**config.mk**
```make
export PLATFORM = sky130hd
export DESIGN_NAME = dual_rail_output_buffer
export DESIGN_NICKNAME = d
export VERILOG_FILES = /design/src/rtl/dual_rail_output_buffer.sv
export SDC_FILE = /design/constraint.sdc
export NUM_CORES = 1
export LEC_CHECK = 0
export CAP_MARGIN = 25
export CORE_MARGIN = 3
export CORE_UTILIZATION = 30
export CTS_CLUSTER_DIAMETER = 120
export DETAILED_ROUTE_END_ITERATION = 8
export PLACE_DENSITY_LB_ADDON = 0.12
export SLEW_MARGIN = 0
export SYNTH_ARGS = -nofsm -noshare
export SYNTH_HDL_FRONTEND = slang
export SYNTH_SLANG_ARGS = --single-unit
```
**constraint.sdc**
```tcl
create_clock -name ck -period 3.8 [get_ports ck]
set_clock_uncertainty 0.15 [all_clocks]
set_input_delay 0.38 -clock ck [delete_from_list [all_inputs] [get_ports ck]]
set_output_delay 0.38 -clock ck [all_outputs]
set_load 0.01 [all_outputs]
```
**src/rtl/dual_rail_output_buffer.sv**
```systemverilog
// dual_rail_output_buffer: dual-rail completion/spacer detect with 4-phase ack, decoded into a valid/ready FIFO (optional level_o under DR_OUT_LEVEL_EN); ports ck, arst, data_1_i, data_0_i, ack_o, data_o, valid_o, ready_i, err_o[, level_o]
module dual_rail_output_buffer #(
  parameter int WIDTH = 32,
  parameter int DEPTH = 4,
  parameter bit SIGN_ZERO = 1
) (
  input  logic             ck,
  input  logic             arst,
  input  logic [WIDTH-1:0] data_1_i,
  input  logic [WIDTH-1:0] data_0_i,
  output logic             ack_o,
  output logic [WIDTH-1:0] data_o,
  output logic             valid_o,
  input  logic             ready_i,
`ifdef DR_OUT_LEVEL_EN
  output logic [$clog2(DEPTH+1)-1:0] level_o,
`endif
  output logic             err_o
);
  localparam int AW = $clog2(DEPTH);
  localparam int CW = $clog2(DEPTH+1);
  localparam logic [WIDTH-1:0] CHK = SIGN_ZERO ? {1'b0, {(WIDTH-1){1'b1}}} : {WIDTH{1'b1}};
  typedef enum logic {EXPECT_NULL, EXPECT_DATA} state_t;
  state_t state;
  logic [WIDTH-1:0] mem [DEPTH];
  logic [AW-1:0] wptr, rptr, rnext;
  logic [CW-1:0] count;
  logic complete, spacer, illegal, pop, push;
  logic [WIDTH-1:0] word;
  assign complete = &((data_1_i ^ data_0_i) | ~CHK);
  assign spacer = ~|((data_1_i | data_0_i) & CHK);
  assign illegal = |(data_1_i & data_0_i & CHK);
  assign word = data_1_i & CHK;
  assign valid_o = count != '0;
  assign pop = valid_o && ready_i;
  assign push = state == EXPECT_DATA && complete && (count != CW'(DEPTH) || pop);
  assign rnext = rptr + 1'b1;
`ifdef DR_OUT_LEVEL_EN
  assign level_o = count;
`endif
  always_ff @(posedge ck)
    if (push) mem[wptr] <= word;
  always_ff @(posedge ck) begin
    if (arst) begin
      state <= EXPECT_NULL;
      ack_o <= 1'b0;
      err_o <= 1'b0;
      data_o <= '0;
      wptr <= '0;
      rptr <= '0;
      count <= '0;
    end else begin
      if (illegal) err_o <= 1'b1;
      if (state == EXPECT_NULL && spacer) begin
        ack_o <= 1'b0;
        state <= EXPECT_DATA;
      end else if (state == EXPECT_DATA && (illegal || push)) begin
        ack_o <= 1'b1;
        state <= EXPECT_NULL;
      end
      if (push) wptr <= wptr + 1'b1;
      if (pop) rptr <= rnext;
      if (push && !pop) count <= count + 1'b1;
      else if (pop && !push) count <= count - 1'b1;
      // head register tracks the entry that will be at rptr after this edge
      if (pop && count > CW'(1)) data_o <= mem[rnext];
      else if (push && (count == '0 || (pop && count == CW'(1)))) data_o <= word;
    end
  end
endmodule

```
==> summary by stage, run 1 <==
Logic synthesis
The flop and latch count out of synthesis is 165. The number of distinct library cells after synthesis is 34. The part of the Yosys area used for sequential elements is 57.59%. A synthesized cell averages 14.97 um^2. In this run the cell area of the synthesized design comes to 0.007891 mm^2. In the synthesized netlist, the number of instances is 527. Summed over its instances, the top area cell type makes up 47.19% of the synthesized netlist area.

Sorting the synthesized cells by area gives the leading types as sky130_fd_sc_hd__edfxtp_1, sky130_fd_sc_hd__ha_1, sky130_fd_sc_hd__dfxtp_1. During synthesis, Yosys emitted a total of 0 warnings. The net count after synthesis is 665. The largest area contributor in the synthesized netlist is sky130_fd_sc_hd__edfxtp_1.

GRT
Entering global routing, the biggest net connects 41 pins. Across every metal layer, demand over resource in global routing totals 13.95%. The first global-routing pass estimated 29.50 mm of wire. The via count of the first global-routing pass was 4,972. The number of antenna violations at the first check in global routing was 0.

After global routing the overflow that remains totals 0.

Floorplanning
The die is 168.2 um wide. The die area is 0.02829 mm^2. Row generation in the floorplan step produced 58 rows.

In this run the count of I/O pins placed on the die edge is 102. The die outline height is 168.2 um. The core region area is 0.02554 mm^2. The initial core utilization is 30.89%.

Pwr
In this run the static leakage power is 3.818 nW. The total power density per cell area is 397.0 mW/mm^2. The worst-case IR drop observed on VDD is 261.9 uV. Power comes to 3.984 mW.

Routing
The iteration count of the initial detailed-routing pass is 4. In this run the remaining antenna-violating nets after routing total 0. Summing over every cut layer, the via total after detailed routing is 4,591.

For this run, design rule violations remaining after detail routing come to 0. The initial detailed-routing violation count is 212. After detailed routing, the number of vias per cell comes to 4.642. The wire length after detailed routing is 19.21 mm. The routed wire length per instance is 19.42 um.

Placed design
The placed cell count is 957. The congestion estimate from routability-driven global placement came to 0.7511. In this run the tool buffered the top-level ports with 98 buffer cells. Summed over all nets, the half-perimeter wirelength after detailed placement is 13.31 mm. Once placement finished, the instance area stood at 0.009408 mm^2.

Worst setup path
The beginning of the critical path is data_1_i[22]. The terminus of the critical flop-to-flop path is data_o[26]. The length in cells of the worst reg-to-reg path is 7. The element type at the critical path start is an input pin. For flop-to-flop paths, the worst setup slack is 1090 ps. Walking the worst path, the cells encountered are clkdlybuf4s50_1 -> inv_1 -> ha_1 -> nand4_1 -> nor4_2 -> nand3_1 -> inv_2 -> ha_1 -> or3_1 -> a21oi_1.

The worst setup path is captured at a flip-flop. For the worst setup path, the data arrival time is 3280 ps. The critical path start-end classification is input pin to flip-flop. The buffer and inverter count on the worst path is 3. The slowest stage of the critical path is the sky130_fd_sc_hd__clkdlybuf4s50_1 cell.

For this run, the slowest stage of the critical path takes 640 ps. The worst register-to-register path begins at count[0]. The total number of cells along the worst setup path is 10.

The required time of the critical path is 3990 ps. The critical path ends at count[2]. The cell type group with the largest total delay on the critical path is simple AND/OR/NAND/NOR gates. Of all nets on the critical path, the largest fanout is 7. The cell with the most instances on the worst path is sky130_fd_sc_hd__ha_1.

STA
The maximum clock rate is 323.8 MHz. After layout, the worst path uses 81.26% of the clock period. The actual slew at the worst max-slew pin is 939.5 ps. The setup TNS is 0 ps. Setup repair after global routing left no endpoint under its margin.

The final count of pins violating max slew came to 0. The worst path in the final design needs a cycle of 3088 ps, including I/O delays and setup. Setup violations remaining at the end of the flow were counted as 0. The final-report hold violation count is 0. The headroom to the max-slew limit is 37.36%.

Clocking
Counting every sink on the clock net gives 165. Gates resized during post-CTS repair numbered 0. TritonCTS built the clock tree. The maximum clock path buffer count is 2.

Hold repair after CTS inserted 0 buffers. Buffers inserted during clock tree synthesis total 17. The clock latency of the later-clocked register in the worst-skew pair is 410 ps. The root buffer cell chosen for the clock tree is sky130_fd_sc_hd__clkbuf_16. The clock tree synthesis step divided the H-tree into 4 levels.

After clock tree synthesis, the clock-pin slew on the worst setup and hold paths is 60 ps. Buffers added to address setup during post-CTS repair amount to 0.

Flow run
The number of max-cap violations is 0.

Cells and area
The number of cells in the finished layout apart from fillers is 989. The utilization after layout is 39.28%. The fraction of final layout cells with drive strength greater than 1 is 23.37%. The area growth from synthesis to layout is 27.14%. The area of all placed cells without fillers is 0.01003 mm^2.

At the end of the flow, the number of nets in the layout was 784. 0 antenna diodes ended up in the layout.

Min path
The worst hold path passes through 2 cells. The class of the worst hold path is flip-flop to flip-flop.

Run status
The run finished with clean final reports.
how the worst min path moves through the flow:
stage,start,endpoint,slack (ps)
floorplan,state,state,320
global placement,wptr[1],wptr[1],340
detailed placement,wptr[1],wptr[1],340
CTS,wptr[1],wptr[1],350
global route,data_o[29],data_o[29],380
finish,wptr[1],wptr[1],350
cell usage in the layout (no fill, tap or decap), drive strengths merged:
cell           synthesis  layout
a211oi                31      31
a21oi                  6       6
a31oi                  1       1
a32o                   1       1
and2                   4       4
buf                   18      27
bufinv                 0       3
clkbuf                 6      18
clkdlybuf4s50          0      97
clkinv                 0       3
clkinvlp               0       1
conb                   1       1
dfxtp                 41      41
edfxtp               124     124
ha                    71      71
inv                   69      76
mux2i                 32      32
mux4                  31      31
nand2                  6       6
nand3                  3       3
nand3b                 1       1
nand4                 17      17
nand4b                 1       1
nor2                  41      41
nor3                   2       2
nor4                  11      11
o21ai                  2       2
o31ai                  1       1
or3                    1       1
xnor2                  1       1
xor2                   4       4
per-stage QoR:
step           hold WS [ps]  worst slack (ps)
4_1_cts               351.2             657.7
6_report              348.1             712.0
3_5_place_dp          340.9             222.0
5_1_grt               381.9             508.9
3_3_place_gp          337.8             278.6
2_1_floorplan         315.8              1097
state kept, by name (all words and copies together), names as in the netlist:
| name | cells |
|---|---|
| state | 1 |
| wptr | 2 |
| err_o | 1 |
| rptr | 2 |
| data_o | 31 |
| mem | 124 |
| count | 3 |
| ack_o | 1 |
layer usage:
layer	up-vias	global-route usage [%]	part of all wire, %
met5	-	0	0
met4	0	4.340	1.9
met3	17	2.724	2.5
met2	76	23.00	50
met1	2319	18.67	46
li1	2179	-	-
final cells by class:
class / count / area (um^2)
Clock inverter: 14 / 186.4
Clock buffer: 18 / 439.2
Fill cell: 2435 / 15510
Multi-Input combinational cell: 269 / 2919
Sequential cell: 165 / 4546
Timing Repair Buffer: 124 / 1271
Tap cell: 330 / 412.9
Inverter: 69 / 259.0
kinds of logic (layout without fill, tap and decap cells):
| group | Yosys count | count (layout) | share of synthesized area, % |
|---|---|---|---|
| AOI/OAI and AO/OA | 42 | 42 | 5.613 |
| muxes | 63 | 63 | 12.91 |
| xor gates and xnor gates | 5 | 5 | 0.5549 |
| buffers and inverters | 93 | 225 | 5.581 |
| adders and majority gates | 71 | 71 | 11.26 |
| and+or+nand+nor | 87 | 87 | 6.453 |
| other | 1 | 1 | 0.04752 |
| DFF | 165 | 165 | 57.59 |
power by group:
part	leakage (nW)	switching (mW)	internal (mW)
clock network	0.306	0.758	1.07
logic	2.07	0.116	0.103
registers	1.44	0.000615	1.93
worst reg2reg max path, cell delays in order (launching register included):
cell and delay [ps]:
sky130_fd_sc_hd__dfxtp_1 420, sky130_fd_sc_hd__inv_1 90, sky130_fd_sc_hd__ha_1 250, sky130_fd_sc_hd__o31ai_1 450, sky130_fd_sc_hd__nand2_2 470, sky130_fd_sc_hd__buf_12 340
sky130_fd_sc_hd__mux2i_1 290, sky130_fd_sc_hd__a211oi_2 110
Yosys cell counts, drive strengths merged:
library cell  count
nor2             41
inv              69
conb              1
edfxtp          124
nand2             6
xor2              4
dfxtp            41
nand3b            1
a211oi           31
nor4             11
o21ai             2
clkbuf            6
nand4            17
ha               71
or3               1
mux2i            32
xnor2             1
a31oi             1
nor3              2
and2              4
buf              18
nand3             3
a32o              1
o31ai             1
nand4b            1
mux4             31
a21oi             6
No activity file was read; power rests on OpenSTA's default activity.
==> inputs of run 2 (changes only) <==
- clock period: 3.8 -> 3.2 ns (I/O delays scaled with it)
==> run 2 against run 1 <==
  * Sequential share of layout area is 0.74 points lower
  * Design area is 1.7% higher
  * Flip-flop and latch count stayed put
  * First-iteration DRC count is 2.4% higher
  * Total power is 18% higher
  * Sequential power is 19% higher
  * Non-clock buffer count is 27 higher
  * Setup slack worse by 220 ps
  * Count of clock-buffer cells in the layout is 1 higher
  * Via count is 1.4% higher
  * Register-to-register slack worse by 220 ps
  * Highest routed layer unchanged
==> summary by stage, run 2 (synthesized netlist as in run 1, its figures left out) <==
Clocking
The post-CTS repair timing setup buffer count is 0. In this run the clock root is driven by a sky130_fd_sc_hd__clkbuf_16. The number of buffers added by the clock tree synthesis step is 17. The clock latency of the later-clocked register in the worst-skew pair is 420 ps.

For this design, the sink count on the clock tree is 165. The number of levels the H-tree was split into is 4. TritonCTS built the clock tree.

The number of gates given a new drive strength after cts is 0. The total of hold buffers inserted after clock tree synthesis is 0. The clock-pin slew on the worst setup and hold paths is 70 ps. In this run the deepest clock path goes through 2 buffers.

Flow run
The tool flagged a number of max-cap violations equal to 0.

Routing
In the final routed layout, each cell accounts on average for 18.87 um. The iteration count of the initial detailed-routing pass is 4. In the routed layout, each cell is associated on average with a via count of 4.582. After detailed routing, the number of remaining DRC violations is 0.

The total vias in the final route is 4,655. The initial detailed-routing violation count is 217. The wire length after detailed routing is 19.17 mm. In this run the remaining antenna-violating nets after routing total 0.

STA
Final hold analysis gives a worst-case slack of 230.2 ps. In this run the tightest slew margin relative to its limit is 60.39%. Setup violations remaining at the end of the flow were counted as 0. The maximum clock rate is 369.5 MHz.

The final-report hold violation count is 0. Setup total negative slack on the finished layout was measured at 0 ps. The portion of the clock cycle consumed by the worst path in the final layout is 84.58%. The actual slew at the worst max-slew pin is 588.8 ps.

Setup repair after global routing left no endpoint under its margin. The final count of pins violating max slew is 0. The smallest clock period supported by the final layout is computed as 2707 ps.

Floorplanning
102 I/O pins were placed. The die area is 0.02829 mm^2. From left edge to right edge, the die measures 168.2 um. The region available for standard cell placement spans 0.02554 mm^2. The floorplan has 58 rows.

The die outline height is 168.2 um. The initial utilization of the core area, before any placement, comes to 30.89%.

Cells and area
At the end of the flow, the number of nets in the layout was 811. Compared with the post-synthesis result, the final layout area differs by 29.27%. The library cell used most frequently in the layout, excluding fill and tap cells, is sky130_fd_sc_hd__edfxtp_1. The area of all placed cells without fillers is 0.01020 mm^2. The fraction of final layout cells with drive strength greater than 1 is 26.09%. Leaving out fill and tap cells, the most frequent cells in the layout are sky130_fd_sc_hd__edfxtp_1, sky130_fd_sc_hd__clkdlybuf4s50_1, sky130_fd_sc_hd__ha_1. After the flow finishes, the layout carries non-filler instances totaling 1,016. The largest registers in the layout are mem: 124 flops, data_o: 31 flops, count: 3 flops. 0 antenna diodes ended up in the layout. The register with the most flip-flops is mem. The register with the most flip-flops in the layout has 124 of them.

Worst setup path
The peak per-stage delay on the critical path is 520 ps. For the worst flop-to-flop path, the logic depth is 7. The endpoint identified for the worst register-to-register timing path is data_o[30].

STA classifies the critical path endpoint as a flip-flop. The slowest stage of the critical path belongs to the cell sky130_fd_sc_hd__clkdlybuf4s50_1. The critical path contains buffers and inverters numbering 4 combined.

The critical-path maximum fanout is 7. In this design, the largest share of critical-path delay is due to simple AND/OR/NAND/NOR gates. STA puts the critical path data required time at 3400 ps. By instance count, the cell type seen most on the critical path is sky130_fd_sc_hd__ha_1. The setup path with the least slack is of type input pin to flip-flop. The critical path goes through clkdlybuf4s50_1 -> inv_1 -> ha_1 -> nand4_1 -> nor4_2 -> buf_4 -> nand3_1 -> inv_2 -> ha_1 -> mux2i_1 -> or3_1 -> a21oi_1. The beginning of the worst register-to-register path is count[0].

The element type at the critical path start is an input pin. STA puts the critical path data arrival time at 2900 ps. The reg2reg setup slack is 870 ps.

Pwr
The static leakage is 3.927 nW. The worst-case IR drop observed on VDD is 278.1 uV. The design draws 4.697 mW. The total power density per cell area is 460.5 mW/mm^2.

Placed design
After detailed placement, the total cell area comes to 0.009598 mm^2. The half-perimeter wire length after placement is 13.49 mm. In this run the tool buffered the top-level ports with 98 buffer cells. The number of placed instances, taps included, is 984. At the end of routability-driven placement, the weighted congestion stood at 0.7698.

GRT
Entering global routing, the biggest net connects 33 pins. The first global-routing pass estimated 29.75 mm of wire. The via count of the first global-routing pass is 5,017. The number of antenna violations at the first check in global routing is 0.

The global router's overall resource usage is 14.08%. Global routing finished with a remaining overflow of 0.

Run status
The flow ran to the end, and the final reports show no timing, DRC or antenna violations.

Min path
The worst min-delay path startpoint is arst. The endpoint with the worst hold slack is rptr[1]. The class of the worst hold path is input pin to flip-flop. The worst hold path passes through 2 cells.
run 2: changes by cell type in the layout (fill, tap and decap cells not counted):
cell,change
sky130_fd_sc_hd__buf_4,+28
sky130_fd_sc_hd__clkbuf_1,+2
sky130_fd_sc_hd__clkinv_4,-2
sky130_fd_sc_hd__buf_12,-1
sky130_fd_sc_hd__clkbuf_8,-1
sky130_fd_sc_hd__clkinv_2,+1
sky130_fd_sc_hd__clkinvlp_4,+1
sky130_fd_sc_hd__inv_8,-1
run 2: layer usage:
layer / global-route usage [%] / share of wire (%)
met2: 23.22 / 49
met1: 19.02 / 46
met3: 2.958 / 3.6
met5: 0 / 0
met4: 3.629 / 1.3
run 2: power breakdown:
| part | total (mW) | leakage, nW | internal [mW] | switching [mW] |
|---|---|---|---|---|
| logic | 0.282 | 2.19 | 0.139 | 0.143 |
| registers | 2.30 | 1.44 | 2.30 | 0.000688 |
| clock network | 2.12 | 0.291 | 1.24 | 0.876 |
run 2: metrics by stage:
stage | worst slack, ps | util (%)
floorplan | 557.1 | -
global placement | 78.99 | 37.57
detailed placement | 30.15 | 37.57
CTS | 452.6 | 39.93
global route | 267.2 | 39.93
finish | 493.4 | 39.93
run 2: worst register-to-register path, stage by stage, from the launching register on:
cell and delay (ps):
sky130_fd_sc_hd__dfxtp_1 410, sky130_fd_sc_hd__inv_1 90, sky130_fd_sc_hd__ha_1 250, sky130_fd_sc_hd__o31ai_1 430
sky130_fd_sc_hd__nand2_2 100, sky130_fd_sc_hd__buf_4 280, sky130_fd_sc_hd__mux2i_1 360, sky130_fd_sc_hd__a211oi_1 120
run 2: layout make-up:
| class | count | area [um^2] |
|---|---|---|
| clock buffer | 19 | 432.9 |
| clock inverter | 13 | 170.2 |
| fill | 2423 | 15340 |
| inverter | 69 | 259.0 |
| multi-input combinational | 269 | 2919 |
| sequential | 165 | 4546 |
| tap | 330 | 412.9 |
| timing repair buffer | 151 | 1461 |
run 2: worst max-delay path by stage:
stage | from | end | slack (ps) | cells after the start
after floorplan | data_1_i[0] | mem[0][0] | 560 | 7
after global placement | data_1_i[22] | count[2] | 80 | 12
after detailed placement | data_0_i[22] | count[2] | 30 | 12
after CTS | data_0_i[22] | count[2] | 450 | 12
after global routing | data_0_i[22] | count[2] | 270 | 12
final | data_0_i[22] | count[2] | 490 | 12
==> inputs of run 3 (changes only) <==
- clock period: 3.2 -> 2.75 ns (I/O delays scaled with it)
==> run 3 against run 2 <==
  * Global-route usage grew 0.36 points
  * Setup slack lost 320 ps
  * Die area is the same
  * Sequential power increased by 16%
  * Combinational power up 24%
  * Core utilization grew 0.59 points
  * Count of clock-buffer cells in the layout shrank 1
  * Sequential share of layout area decreased by 0.65 points
  * Hold slack worse by 120 ps
  * First-iteration DRC count decreased by 1.8%
  * Register-to-register slack got worse by 470 ps
==> summary by stage, run 3 (synthesized netlist as in run 1, its figures left out) <==
Run status
The run finished with clean final reports.

Routing
The initial detailed-routing violation count is 213. The iteration count of the initial detailed-routing pass is 4. After detailed routing, the average wire length per cell comes to 19.05 um. The residual antenna-violating net count after detailed routing is 0.

The remaining routing DRC violations is 0. The total vias in the final route is 4,772. The wire length after detailed routing is 19.80 mm.

The average via count per standard cell is 4.593.

Worst setup path
At the worst endpoint, the required time is 2720 ps. The beginning of the critical path is data_0_i[8]. The terminus of the critical flop-to-flop path is data_o[30]. The cell type group with the largest total delay on the critical path is buffers and inverters. Among the stages of the critical path, the cell type that occurs most often is sky130_fd_sc_hd__buf_4.

Of all nets on the critical path, the largest fanout is 24. In this design, the stage delay of the slowest critical-path cell is 520 ps. The reg2reg setup slack is 400 ps. The signal on the critical path passes through clkdlybuf4s50_1 -> inv_1 -> ha_1 -> nand4_1 -> nor4_2 -> buf_4 -> nand3_1 -> inv_2 -> buf_4 -> and2_1 -> buf_12. The element type at the critical path start is an input pin. The slowest stage of the critical path is the sky130_fd_sc_hd__clkdlybuf4s50_1 cell.

The startpoint identified for the worst register-to-register timing path is count[0]. The critical path is of the input pin to flip-flop type. For the worst setup path, the data arrival time is 2540 ps. The buffer and inverter count on the worst path is 6. The length in cells of the worst reg-to-reg path is 7. The endpoint class of the critical path is a flip-flop.

Cells and area
In the layout the commonest cells are sky130_fd_sc_hd__edfxtp_1, sky130_fd_sc_hd__clkdlybuf4s50_1, sky130_fd_sc_hd__ha_1. The number of inserted diodes is 0. The layout overhead on the synthesized area is 31.19%. The register with the most flip-flops in the layout has 124 of them.

After the flow finishes, the layout carries non-filler instances totaling 1,039. Leaving out fill and tap cells, the most frequent cell in the layout is sky130_fd_sc_hd__edfxtp_1. The largest registers in the layout are mem: 124 flops, data_o: 31 flops, count: 3 flops. Of the cells placed in the final design, the portion with a size suffix greater than 1 is 28.77%. The area of all placed cells without fillers is 0.01035 mm^2. More flip-flops sit in one register than any other, and that register is mem. The number of nets in the final layout is 834.

Clocking
TritonCTS built the clock tree. The clock latency of the later-clocked register in the worst-skew pair is 420 ps. TritonCTS created 17 clock buffers.

The cell chosen for the clock root is sky130_fd_sc_hd__clkbuf_16. The total number of clock tree sinks is 165. The number of levels the H-tree was split into is 4. The maximum clock path buffer count is 2. The clock-pin slew on the worst setup and hold paths is 70 ps.

GRT
The largest net degree at the start of global routing is 33. The via count of the first global-routing pass is 5,132. The sum of overflow across all layers after global routing is 0. The number of antenna violations at the first check in global routing is 0.

The global-route wire length before repair is 30.60 mm. The global router's overall resource usage is 14.43%.

STA
Dividing the final minimum period by the clock period gives 93.60%. The final-report hold violation count came to 0. The total of endpoints with negative setup slack in the final report is 0. The clock period minus final worst setup slack is 2574 ps.

The final count of pins violating max slew is 0. The worst setup margin is 176.1 ps. Setup repair after global routing left no endpoint under its margin. The actual slew at the worst max-slew pin is 640.5 ps.

The worst pin sits at a relative slew slack of 56.91%. Derived from the worst setup path, the maximum achievable clock frequency is 388.5 MHz.

Floorplanning
In this run the core area contains 58 standard-cell rows. The die outline height is 168.2 um. The initial core utilization is 30.89%. The core region area is 0.02554 mm^2.

The die covers 0.02829 mm^2. The number of top-level pins is 102. Measured along the x axis, the die boundary spans 168.2 um.

Pwr
The total power of the final layout is 5.351 mW. For this design the static power due to leakage is 4.050 nW. For this design the ratio of total power to cell area is 516.9 mW/mm^2. The worst-case IR drop observed on VDD is 254.6 uV.

Placed design
The minimum setup slack after placement is -343.2 ps. Once placement completed, the tool counted placed cells totaling 1,004. The count of buffers from port buffering is 98.

The final weighted congestion in routability-driven placement is 0.7546. The post-placement cell area is 0.009748 mm^2. Summed over all nets, the half-perimeter wirelength after detailed placement is 14.00 mm.

Flow run
The number of max-cap violations is 0.

Min path
In this run the most critical hold path is launched from data_1_i[15]. The cell depth of the worst min-delay path is 1. The worst hold path terminates at mem[3][15]. The class of the worst hold path is input pin to flip-flop.
run 3: where the power goes:
part / switching (mW) / total, mW / leakage (nW) / internal, mW
registers: 0.000888 / 2.67 / 1.44 / 2.67
clock network: 1.05 / 2.33 / 0.276 / 1.27
logic: 0.172 / 0.350 / 2.33 / 0.178
run 3: repair_timing:
item                                    CTS  global route
hold buffers                              0             0
endpoints found under the setup margin    0            11
gates resized for setup                   0             3
setup buffers                             0             3
run 3: metrics by stage:
| step | hold WS, ps | utilization [%] | setup TNS, ps |
|---|---|---|---|
| after floorplan | 223.9 | - | 0 |
| after global placement | 336.2 | 38.16 | -31980 |
| after detailed placement | 347.5 | 38.16 | -36540 |
| after CTS | 188.0 | 40.39 | 0 |
| after global routing | 89.84 | 40.53 | 0 |
| final | 105.7 | 40.53 | 0 |
run 3: layout make-up:
type                       instances  area, um^2
multi-input combinational        269        2930
inverter                          69       259.0
sequential                       165        4546
timing repair buffer             174        1637
fill                            2420       15190
clock inverter                    14       138.9
clock buffer                      18       429.2
tap                              330       412.9
run 3: per-layer routing:
layer | global-route usage [%] | wire length, um | share of wire (%)
met5 | 0 | 0 | 0
met4 | 3.522 | 183 | 0.92
met3 | 2.724 | 464 | 2.3
met2 | 23.87 | 9701 | 49
met1 | 19.71 | 9445 | 48
run 3: worst max path at each step:
stage                  to  depth (start not counted)
2_1_floorplan   mem[0][0]                          7
5_1_grt          count[2]                         12
3_3_place_gp     count[2]                         12
4_1_cts          count[2]                         12
3_5_place_dp     count[2]                         12
6_report       mem[3][28]                         11
run 3: worst register-to-register path, stage by stage, from the launching register on:
cell	delay [ps]
sky130_fd_sc_hd__dfxtp_1	420
sky130_fd_sc_hd__inv_1	90
sky130_fd_sc_hd__ha_1	240
sky130_fd_sc_hd__o31ai_1	440
sky130_fd_sc_hd__nand2_2	100
sky130_fd_sc_hd__buf_4	260
sky130_fd_sc_hd__mux2i_1	370
sky130_fd_sc_hd__a211oi_1	140
